===== config.mk =====
export PLATFORM = sky130hd
export DESIGN_NAME = bcd_serial_adder
export DESIGN_NICKNAME = d
export VERILOG_FILES = /design/src/rtl/bcd_serial_adder.sv
export SDC_FILE = /design/constraint.sdc
export NUM_CORES = 1
export LEC_CHECK = 0
export BUFFER_PORTS_ARGS = -buffer_cell sky130_fd_sc_hd__buf_2
export CAP_MARGIN = 20
export CORE_ASPECT_RATIO = 0.75
export CORE_MARGIN = 10
export CORE_UTILIZATION = 55
export CTS_CLUSTER_DIAMETER = 120
export CTS_CLUSTER_SIZE = 40
export DETAILED_ROUTE_END_ITERATION = 8
export PLACE_DENSITY = 0.8
export SETUP_SLACK_MARGIN = 0.5
export SYNTH_ARGS = -nofsm -noshare
export SYNTH_HDL_FRONTEND = slang
export SYNTH_SLANG_ARGS = --single-unit

===== constraint.sdc =====
create_clock -name clk -period 4.6 [get_ports clk]
set_input_delay 0 -clock clk [delete_from_list [all_inputs] [get_ports clk]]
set_output_delay 0 -clock clk [all_outputs]
set_load 0.01 [all_outputs]

===== src/rtl/bcd_serial_adder.sv =====
// Serial BCD adder: adds two packed-BCD operands one digit per clock,
// least significant digit first, and drives a 7-segment pattern for a
// selectable digit of the registered sum.
//
// state | meaning
// IDLE  | waiting for start; result registers hold their last value
// ADD   | one digit of a + b + carry computed and written per cycle
// DONE  | last digit written; done pulses on the following cycle
module bcd_serial_adder #(
    parameter int NDIGITS = 4
) (
    input  logic                   clk,
    input  logic                   rst_n,
    input  logic                   start,
    input  logic [4*NDIGITS-1:0]   a,
    input  logic [4*NDIGITS-1:0]   b,
    input  logic                   cin,
    input  logic [2:0]             disp_sel,
    output logic                   busy,
    output logic                   done,
    output logic [4*NDIGITS-1:0]   sum,
    output logic                   cout,
    output logic                   error,
    output logic [6:0]             seg
);

    localparam int         W    = 4 * NDIGITS;
    localparam logic [2:0] LAST = 3'(NDIGITS - 1);
    localparam logic [3:0] ND4  = 4'(NDIGITS);

    typedef enum logic [1:0] {IDLE, ADD, DONE} state_t;

    state_t         state_q, state_d;
    logic [W-1:0]   a_q, b_q, sum_q;
    logic           carry_q, cout_q, error_q, done_q;
    logic [2:0]     idx_q;

    logic [3:0]     a_d, b_d, digit, seg_digit;
    logic [4:0]     raw;
    logic           carry_n, bad;

    // State register
    always_ff @(posedge clk or negedge rst_n) begin
        if (!rst_n) state_q <= IDLE;
        else        state_q <= state_d;
    end

    // Next-state decode
    always_comb begin
        state_d = state_q;
        case (state_q)
            IDLE:    if (start) state_d = ADD;
            ADD:     if (idx_q == LAST) state_d = DONE;
            DONE:    state_d = IDLE;
            default: state_d = IDLE;
        endcase
    end

    // Select the current operand digits and apply the decimal correction
    always_comb begin
        a_d = '0;
        b_d = '0;
        for (int i = 0; i < NDIGITS; i++) begin
            if (idx_q == 3'(i)) begin
                a_d = a_q[i*4 +: 4];
                b_d = b_q[i*4 +: 4];
            end
        end
        raw     = {1'b0, a_d} + {1'b0, b_d} + {4'b0, carry_q};
        bad     = (a_d > 4'd9) || (b_d > 4'd9);
        digit   = raw[3:0];
        carry_n = 1'b0;
        if (raw > 5'd9) begin
            // (raw + 6) mod 16 only depends on the low nibble of raw
            digit   = raw[3:0] + 4'd6;
            carry_n = 1'b1;
        end
    end

    // Operand latch, digit-serial datapath and result registers
    always_ff @(posedge clk or negedge rst_n) begin
        if (!rst_n) begin
            a_q     <= '0;
            b_q     <= '0;
            carry_q <= 1'b0;
            idx_q   <= '0;
            sum_q   <= '0;
            cout_q  <= 1'b0;
            error_q <= 1'b0;
        end else begin
            case (state_q)
                IDLE: begin
                    if (start) begin
                        a_q     <= a;
                        b_q     <= b;
                        carry_q <= cin;
                        idx_q   <= '0;
                        error_q <= 1'b0;
                    end
                end
                ADD: begin
                    for (int i = 0; i < NDIGITS; i++) begin
                        if (idx_q == 3'(i)) sum_q[i*4 +: 4] <= digit;
                    end
                    carry_q <= carry_n;
                    idx_q   <= idx_q + 3'd1;
                    if (bad) error_q <= 1'b1;
                    if (idx_q == LAST) cout_q <= carry_n;
                end
                default: ;
            endcase
        end
    end

    // done is registered so it rises the cycle after DONE, once the result has settled
    always_ff @(posedge clk or negedge rst_n) begin
        if (!rst_n) done_q <= 1'b0;
        else        done_q <= (state_q == DONE);
    end

    // Seven-segment decode of the selected sum digit; out-of-range selects blank
    always_comb begin
        seg_digit = '0;
        for (int i = 0; i < NDIGITS; i++) begin
            if (disp_sel == 3'(i)) seg_digit = sum_q[i*4 +: 4];
        end
        seg = 7'h00;
        if ({1'b0, disp_sel} < ND4) begin
            case (seg_digit)
                4'd0:    seg = 7'h3F;
                4'd1:    seg = 7'h06;
                4'd2:    seg = 7'h5B;
                4'd3:    seg = 7'h4F;
                4'd4:    seg = 7'h66;
                4'd5:    seg = 7'h6D;
                4'd6:    seg = 7'h7D;
                4'd7:    seg = 7'h07;
                4'd8:    seg = 7'h7F;
                4'd9:    seg = 7'h6F;
                default: seg = 7'h79;
            endcase
        end
    end

    assign busy  = (state_q != IDLE);
    assign done  = done_q;
    assign sum   = sum_q;
    assign cout  = cout_q;
    assign error = error_q;

endmodule


After elaboration in Yosys (flattened, before gate mapping). Memories as Yosys holds them, arrays and structs flattened. Index checks and enable logic that the tools add are counted.

Add/subtract/negate cells: 4. Order comparisons: 4. Equal/unequal tests: 11. Muxes and demuxes: 25. Reduce and logical (&&, ||, !) cells: 14.

Operator list (count): two-way mux 4 bit (13); AND reduction 2 bit (7); == test 3 x 2 -> 1 bit, second input constant (4); greater-than comparator 4 bit, second input constant (2); two-way mux 7 bit (1); == test 3 x 1 -> 1 bit, second input constant (2); zero test 3 bit (2); inequality test 2 bit, second input constant (3); case mux 3 bit (2 select lines) (1); adder 4 x 4 -> 5 bit (1); adder 5 x 1 -> 5 bit (1); greater-than comparator 5 x 4 -> 1 bit, second input constant (1); adder 4 x 3 -> 4 bit, second input constant (1); two-way mux 1 bit (4); two-way mux 2 bit (2); case mux 1 bit (2 select lines) (2); case mux 2 bit (2 select lines) (1); nonzero test 2 bit (2); adder 3 x 1 -> 3 bit, second input constant (1); less-than comparator 3 bit, second input constant (1); two-way mux 3 bit (1); AND reduction 3 bit (1); == test 2 x 1 -> 1 bit, second input constant (1); == test 2 bit, second input constant (1); 2 further kinds (2).

Register bits: 57. Memory bits (read-only): 112. Input port bits: 39. Logic and storage cells: 71. Memories kept: 1.

Memories: (name not given) (words 16, width 7, rd ports 1, clocked after memory_dff 0, write ports 0, line 129) `case (seg_digit)`.

Longest topological paths before layout. Gate-level depths: netlist (run 1).

Depth in word-level cells: 10. Gate-level depth with buffers: 16. Mapped depth without buffers: 15.

Least setup slack after synthesis (run 1). OpenSTA, ideal clock, no wires.

Kind: register -> register. Start point: reg idx_q[1]. End point: reg sum_q[13], in the netlist sum[13]. Arrival time: 3.435 ns. Data required time: 4.469 ns. Setup slack: 1.034 ns. Stages on the path, launching flop included: 16. Path buffers: 2. Clock period less this slack: 3.566 ns. Cell sequence: dfrtp_1 -> inv_1 -> ha_1 -> clkbuf_1 -> clkbuf_1 -> a21oi_1 -> o21ai_0 -> a22oi_1 -> fa_1 -> fa_1 -> xor2_1 -> ha_1 -> a22oi_1 -> a311oi_2 -> xnor2_1 -> o21ai_1.

Word-level cells in the longest chain between the ends: 9.

Ends and longest elaborated chain: start: declaration (line 36) `logic [2:0] idx_q;`; start signal: assignment (line 106) `idx_q <= idx_q + 3'd1;`; zero test 3 bit (line 64) `if (idx_q == 3'(i)) begin`; two-way mux 4 bit (4 in series) (line 64); adder 4 x 4 -> 5 bit (line 69) `raw = {1'b0, a_d} + {1'b0, b_d} + {4'b0, carry_q};`; adder 5 x 1 -> 5 bit (line 69); adder 4 x 3 -> 4 bit / greater-than comparator 5 x 4 -> 1 bit (equally long branches) (line 75, 73); two-way mux 4 bit (line 73) `if (raw > 5'd9) begin`; end signal: indexed assignment (line 103) `if (idx_q == 3'(i)) sum_q[i*4 +: 4] <= digit;`; end: declaration (line 34) `logic [W-1:0] a_q, b_q, sum_q;`.

Several ways; a longest one is shown, not always the timed one. A chain may end at the register's enable or synchronous reset.

Worst setup path in the final report (run 1).
Start point: reg idx_q[0]. End point: reg sum_q[5], in the netlist sum[5].

The elaborated chain is that of the path after synthesis.

==> impl_metrics.prom, run 1 <==
# TYPE chip_impl_metric gauge
chip_impl_metric{name="worst_pin_slew",unit="ps"} 698
chip_impl_metric{name="yosysUniqueCellTypes",unit=""} 43
chip_impl_metric{name="worst-endpoint-arrival",unit="ps"} 4060
chip_impl_info{name="most_frequent_cells_after_synthesis",value="dfrtp_1, nand2_1, mux2_2, o21ai_0, nor2_1"} 1
chip_impl_metric{name="synth_cells",unit=""} 295
chip_impl_metric{name="postSynthNetCount",unit=""} 351
chip_impl_metric{name="total_routing_usage_gr",unit=""} 0.183
chip_impl_metric{name="design.final.nets",unit=""} 453
chip_impl_metric{name="die-area",unit="µm²"} 9060
chip_impl_metric{name="n_fill_cell",unit=""} 367
chip_impl_metric{name="r2r_setup_slack",unit="ps"} 750
chip_impl_metric{name="fmax",unit="GHz"} 0.260
chip_impl_metric{name="drc",unit=""} 0
chip_impl_metric{name="final-seq-area",unit="µm²"} 1430
chip_impl_metric{name="clock_insertion_delay_worst_skew",unit="ps"} 340
chip_impl_metric{name="final_wirelength",unit="µm"} 7970
chip_impl_info{name="ys_dominant_reg_cell",value="dfrtp_1"} 1
chip_impl_metric{name="antenna_found_initial",unit=""} 0
chip_impl_metric{name="critical_path.max_stage_delay",unit="ps"} 450
chip_impl_metric{name="final_area",unit="µm²"} 4020
chip_impl_metric{name="wl_per_cell",unit="µm"} 16.7
chip_impl_metric{name="clkSlewWorstSetupHoldPaths",unit="ps"} 70
chip_impl_info{name="timing.setup.critical_path_class",value="flop to flop"} 1
chip_impl_metric{name="cts.sinks",unit=""} 57
chip_impl_metric{name="async_flop_share",unit=""} 1.00
chip_impl_metric{name="postRouteAntennaNets",unit=""} 0
chip_impl_metric{name="finalHoldViolations",unit=""} 0
chip_impl_metric{name="initial_utilization",unit=""} 0.572
chip_impl_info{name="critical_path.endpoint_type",value="flop"} 1
chip_impl_metric{name="synth_area_per_cell",unit="µm²"} 10.5
chip_impl_info{name="worst_min_path_class",value="input pin to async pin"} 1
chip_impl_metric{name="multi_input_comb_area",unit="µm²"} 1580
chip_impl_metric{name="finClkSkew",unit="ps"} 10.1
chip_impl_info{name="clock_tree_from_tritoncts",value="done"} 1
chip_impl_metric{name="grt_pass1_vias",unit=""} 2760
chip_impl_metric{name="crit_required",unit="ps"} 4810
chip_impl_metric{name="grt_pass1_wl",unit="µm"} 13500
chip_impl_metric{name="synth_seq_area_share",unit=""} 0.461
chip_impl_metric{name="first_iter_violations",unit=""} 181
chip_impl_info{name="rr_startpoint",value="idx_q[0]"} 1
chip_impl_info{name="synth_area_leaders",value="dfrtp_1, mux2_2, ha_1, nand2_1, o21ai_0"} 1
chip_impl_metric{name="cts_setup_buffers",unit=""} 0
chip_impl_metric{name="viasPerCell",unit=""} 5.58
chip_impl_metric{name="final_weighted_congestion_of_routability_driven_global_placement",unit=""} 0.865
chip_impl_metric{name="setup_viol",unit=""} 0
chip_impl_info{name="rsz0062_at_grt",value="no"} 1
chip_impl_metric{name="floorplan.die.width",unit="µm"} 107
chip_impl_metric{name="cts-buffers-inserted",unit=""} 9
chip_impl_info{name="outcome",value="completed"} 1
chip_impl_info{name="rr_endpoint",value="sum[5]"} 1
chip_impl_info{name="synth_area_leader_cell",value="dfrtp_1"} 1
chip_impl_metric{name="die_h",unit="µm"} 85.0
chip_impl_metric{name="power_leakage",unit="µW"} 0.00192
chip_impl_info{name="clk_root_buffer_cell",value="clkbuf_8"} 1
chip_impl_info{name="critical_path.startpoint_type",value="flop"} 1
chip_impl_metric{name="clockBufferDepth",unit=""} 2
chip_impl_metric{name="core_region_area",unit="µm²"} 5410
chip_impl_info{name="yosysMostFrequentCell",value="dfrtp_1"} 1
chip_impl_metric{name="layout_min_cycle_time",unit="ps"} 3850
chip_impl_metric{name="placement_rows",unit=""} 23
chip_impl_metric{name="ir_drop",unit="µV"} 479
chip_impl_metric{name="synth_top_area_share",unit=""} 0.461
chip_impl_metric{name="drt-pass1-iter-count",unit=""} 5
chip_impl_metric{name="reg2regPathDepth",unit=""} 12
chip_impl_metric{name="synth-edff-count",unit=""} 0
chip_impl_info{name="crit_path_cell_chain",value="ha_1 > ha_1 > nor2_4 > a22oi_1 > fa_1 > fa_1 > xor2_1 > ha_1 > a22oi_1 > a311oi_2 > xnor2_1 > o21ai_1"} 1
chip_impl_metric{name="drive_gt1_frac",unit=""} 0.316
chip_impl_metric{name="placement.io_buffers",unit=""} 65
chip_impl_metric{name="power_per_cell_area",unit="nW/µm²"} 843
chip_impl_metric{name="area_growth",unit="%"} 29.9
chip_impl_info{name="critical_path.slowest_cell",value="fa_1"} 1
chip_impl_metric{name="setup_tns",unit="ps"} 0
chip_impl_metric{name="drv.max_cap_violation_count",unit=""} 0
chip_impl_metric{name="num_antenna_cells",unit=""} 0
chip_impl_metric{name="path_max_fanout",unit=""} 12
chip_impl_metric{name="final_min_period_over_clock_period",unit=""} 0.837
chip_impl_metric{name="worst_slew_margin_rel",unit=""} 0.535
chip_impl_metric{name="synth.ff_latch_count",unit=""} 57
chip_impl_metric{name="vias",unit=""} 2663
chip_impl_metric{name="post_dp_area",unit="µm²"} 3480
chip_impl_metric{name="synthesis.area",unit="µm²"} 3100
chip_impl_metric{name="synth_warnings",unit=""} 0
chip_impl_metric{name="final_global_route_overflow_total",unit=""} 0
chip_impl_metric{name="grt_max_degree",unit=""} 58
chip_impl_info{name="critical_path.most_common_cell",value="ha_1"} 1
chip_impl_metric{name="finalMaxSlewViolations",unit=""} 0
chip_impl_metric{name="sum_of_net_half_perimeters_after_detailed_placement",unit="µm"} 5490
chip_impl_metric{name="io_pins",unit=""} 66
chip_impl_metric{name="clock_tree.htree_level_count",unit=""} 3
-- what timing repair did --
item                                    CTS  global route
endpoints found under the setup margin    0            13
resized for setup                         0             5
hold endpoints to repair                 91             0
hold buffers                             35             0
-- logic make-up (layout without fill, tap and decap cells) --
| group | count (synthesis) | after routing | share of synthesized area |
|---|---|---|---|
| and+or+nand+nor | 80 | 80 | 0.120 |
| AOI/OAI and AO/OA | 69 | 69 | 0.143 |
| DFF | 57 | 57 | 0.461 |
| muxes | 42 | 42 | 0.162 |
| buffers and inverters | 28 | 135 | 0.0360 |
| adders and majority gates | 17 | 17 | 0.0735 |
| xor gates and xnor gates | 2 | 2 | 0.00566 |
-- power breakdown --
part / total (µW) / switching [µW] / leakage [µW] / internal (µW)
clock: 414 / 192 / 0.0000932 / 222
combinational: 2050 / 1170 / 0.00114 / 884
sequential: 927 / 176 / 0.000692 / 751
total: 3390 / 1540 / 0.00192 / 1860
-- sequential cells by signal, indices dropped and copies added (netlist names) --
| signal | cells |
|---|---|
| cout | 1 |
| b_q | 16 |
| idx_q | 3 |
| error | 1 |
| state_q | 2 |
| a_q | 16 |
| sum | 16 |
| done | 1 |
| carry_q | 1 |
-- stage by stage --
step | hold slack (ps) | total power, µW | setup slack, ps | std cells | util
2_1_floorplan | -296 | 2340 | 1030 | 295 | -
3_3_place_gp | 172 | 2750 | 816 | 426 | 0.644
3_5_place_dp | 178 | 2850 | 554 | 426 | 0.644
4_1_cts | 356 | 3300 | 557 | 477 | 0.741
5_1_grt | 382 | 3680 | 487 | 477 | 0.744
6_report | 325 | 3390 | 749 | 477 | 0.744
-- how the worst max path moves through the flow --
stage | from | end | slack (ps) | depth (start not counted)
finish | idx_q[0] | sum[5] | 750 | 12
global route | idx_q[0] | sum[1] | 490 | 12
CTS | idx_q[0] | sum[14] | 560 | 12
detailed placement | idx_q[0] | sum[14] | 550 | 12
global placement | idx_q[0] | sum[2] | 820 | 12
floorplan | idx_q[1] | sum[13] | 1030 | 15
-- worst max-delay path, delay by kind of cell (launching register included) --
family,cells,cell delay [ps]
AOI/OAI and AO/OA,4,780
DFF,1,430
and+or+nand+nor,1,260
adders and majority gates,5,1700
xor gates and xnor gates,2,530
-- routing by layer --
layer | part of all wire | track usage | wire length (µm)
met3 | 0.069 | 0.0589 | 551
met1 | 0.41 | 0.214 | 3300
met5 | 0 | 0 | 0
met2 | 0.49 | 0.309 | 3940
met4 | 0.022 | 0.0638 | 177
-- placed cells by master (no fill, tap or decap), drive strengths merged, types with 3 or more instances in the layout --
master       instances
buf                 67
dfrtp               57
nand2               36
mux2                35
dlygate4sd3         35
o21ai               25
nor2                19
inv                 17
ha                  15
clkbuf              13
a21oi               12
nand2b               9
a22oi                7
nor2b                7
a21o                 4
mux2i                4
a221oi               3
mux4                 3
a31oi                3
clkinv               3
-- cell type report --
| class | instances | area share |
|---|---|---|
| Clock buffer | 13 | 0.0395 |
| Clock inverter | 3 | 0.00373 |
| Inverter | 17 | 0.0159 |
| Multi-Input combinational cell | 210 | 0.391 |
| Sequential cell | 57 | 0.354 |
| Tap cell | 75 | 0.0233 |
| Timing Repair Buffer | 102 | 0.172 |
Note: power is estimated with default switching activity, not from simulation.
==> run 2: changes to the inputs <==
CORE_UTILIZATION = 49   (was 55)
PLACE_DENSITY = 0.76   (was 0.8)
clock period = 3.46 ns   (was 4.6 ns; I/O delays follow)
==> impl_metrics.prom, run 2 (synthesis gave the netlist of run 1 again) <==
# TYPE chip_impl_metric gauge
chip_impl_metric{name="worst_pin_slew",unit="ps"} 661
chip_impl_metric{name="die_h",unit="µm"} 88.8
chip_impl_metric{name="placement.io_buffers",unit=""} 65
chip_impl_metric{name="drt-pass1-iter-count",unit=""} 4
chip_impl_metric{name="clock_insertion_delay_worst_skew",unit="ps"} 350
chip_impl_metric{name="cts-buffers-inserted",unit=""} 9
chip_impl_metric{name="finClkSkew",unit="ps"} 15.8
chip_impl_metric{name="multi_input_comb_area",unit="µm²"} 1750
chip_impl_metric{name="setup_viol",unit=""} 0
chip_impl_metric{name="clockBufferDepth",unit=""} 2
chip_impl_metric{name="placement_rows",unit=""} 24
chip_impl_metric{name="placedCellCount",unit=""} 435
chip_impl_metric{name="drive_gt1_frac",unit=""} 0.410
chip_impl_info{name="timing.setup.critical_path_class",value="flop to flop"} 1
chip_impl_metric{name="final_min_period_over_clock_period",unit=""} 0.989
chip_impl_metric{name="fmax",unit="GHz"} 0.292
chip_impl_info{name="worst_min_path_class",value="input pin to async pin"} 1
chip_impl_info{name="clk_root_buffer_cell",value="clkbuf_8"} 1
chip_impl_info{name="critical_path.endpoint_type",value="flop"} 1
chip_impl_metric{name="final_weighted_congestion_of_routability_driven_global_placement",unit=""} 0.886
chip_impl_metric{name="postRouteAntennaNets",unit=""} 0
chip_impl_metric{name="final_wirelength",unit="µm"} 9040
chip_impl_info{name="critical_path.startpoint_type",value="flop"} 1
chip_impl_metric{name="wl_per_cell",unit="µm"} 18.1
chip_impl_info{name="layout_common_cells",value="buf_2, dfrtp_1, nand2_1, dlygate4sd3_1, mux2_2"} 1
chip_impl_metric{name="cts.sinks",unit=""} 57
chip_impl_info{name="outcome",value="completed"} 1
chip_impl_metric{name="first_iter_violations",unit=""} 231
chip_impl_info{name="rsz0062_at_grt",value="yes"} 1
chip_impl_metric{name="crit_required",unit="ps"} 3670
chip_impl_metric{name="io_pins",unit=""} 66
chip_impl_metric{name="grt_pass1_vias",unit=""} 2856
chip_impl_metric{name="num_antenna_cells",unit=""} 0
chip_impl_metric{name="total_routing_usage_gr",unit=""} 0.171
chip_impl_metric{name="antenna_found_initial",unit=""} 0
chip_impl_metric{name="sum_of_net_half_perimeters_after_detailed_placement",unit="µm"} 5810
chip_impl_metric{name="path_max_fanout",unit=""} 4
chip_impl_metric{name="finalHoldViolations",unit=""} 0
chip_impl_info{name="final_common_cell",value="buf_2"} 1
chip_impl_metric{name="finalMaxSlewViolations",unit=""} 0
chip_impl_metric{name="worst_slew_margin_rel",unit=""} 0.559
chip_impl_metric{name="fin_hold_ws",unit="ps"} 217
chip_impl_metric{name="die-area",unit="µm²"} 9930
chip_impl_metric{name="worst-endpoint-arrival",unit="ps"} 3630
chip_impl_metric{name="drc",unit=""} 0
chip_impl_metric{name="core_region_area",unit="µm²"} 5980
chip_impl_metric{name="clkSlewWorstSetupHoldPaths",unit="ps"} 70
chip_impl_metric{name="final_global_route_overflow_total",unit=""} 0
chip_impl_metric{name="viasPerCell",unit=""} 5.50
chip_impl_metric{name="layout_min_cycle_time",unit="ps"} 3420
chip_impl_metric{name="number_of_standard_cells_in_the_layout_taps_in_and_fillers_out",unit=""} 498
chip_impl_metric{name="drv.max_cap_violation_count",unit=""} 0
chip_impl_metric{name="final-seq-area",unit="µm²"} 1430
chip_impl_metric{name="n_fill_cell",unit=""} 375
chip_impl_metric{name="floorplan.die.width",unit="µm"} 112
chip_impl_metric{name="setup_tns",unit="ps"} 0
chip_impl_info{name="clock_tree_from_tritoncts",value="done"} 1
chip_impl_metric{name="initial_utilization",unit=""} 0.518
chip_impl_metric{name="area_growth",unit="%"} 41.0
chip_impl_metric{name="grt_pass1_wl",unit="µm"} 13700
chip_impl_metric{name="grt_max_degree",unit=""} 38
chip_impl_metric{name="clock_tree.htree_level_count",unit=""} 3
chip_impl_metric{name="design.final.nets",unit=""} 471
chip_impl_metric{name="vias",unit=""} 2741
-- run 2: metrics by stage --
| step | util | area, µm² | setup slack, ps |
|---|---|---|---|
| after floorplan | - | 3150 | 226 |
| after global placement | 0.597 | 3570 | 168 |
| after detailed placement | 0.597 | 3570 | 48.3 |
| after CTS | 0.719 | 4290 | 280 |
| after global routing | 0.731 | 4370 | -98.9 |
| final | 0.731 | 4370 | 39.4 |
-- run 2: cell type report --
cell class,instances,share of cell area
flip-flops and latches,57,0.327
clock inverters,5,0.0126
well taps,78,0.0224
multi-input cells,210,0.400
repair buffers,120,0.190
clock buffers,11,0.0324
inverters,17,0.0152
-- run 2: path summary, 6_finish.rpt --
kind	start	to	slack, ps	depth (start not counted)
min reg2reg	state_q[1]	state_q[0]	490	1
min	rst_n	sum[8]	220	2
max	idx_q[1]	sum[10]	40	15
min in group clk	disp_sel[2]	seg[6]	360	3
max in group asynchronous	rst_n	idx_q[0]	2400	3
max reg2reg	idx_q[1]	sum[10]	40	15
-- run 2: layer usage --
layer | up-vias | GRT usage | wire, µm
met1 | 1325 | 0.201 | 3630
met4 | 0 | 0.0687 | 211
met5 | - | 0 | 0
met2 | 115 | 0.289 | 4530
li1 | 1276 | - | -
met3 | 25 | 0.0527 | 666
-- run 2: timing repair --
| item | 4_1_cts | 5_1_grt |
|---|---|---|
| buffers inserted | 9 | 3 |
| pin swaps | 13 | 7 |
| hold buffers | 35 | 0 |
| resized for setup | 25 | 11 |
| endpoints found under the hold margin | 61 | 0 |
| endpoints found under the setup margin | 14 | 14 |
-- run 2: critical path: stages (launching register included) --
cell and delay [ps]:
dfrtp_1 420, inv_2 150, ha_4 190, nand2_2 60
nor2_2 130, a21oi_2 50, o21ai_1 160, a22oi_2 80
fa_2 380, fa_2 400, xor2_4 180, ha_4 170
a22oi_2 300, nand3_2 150, mux2i_4 310, a22oi_2 150
Power of run 2 is left out: the tool's default activity adds up to more than one toggle a clock period on the data nets, which glitch-free logic cannot reach.
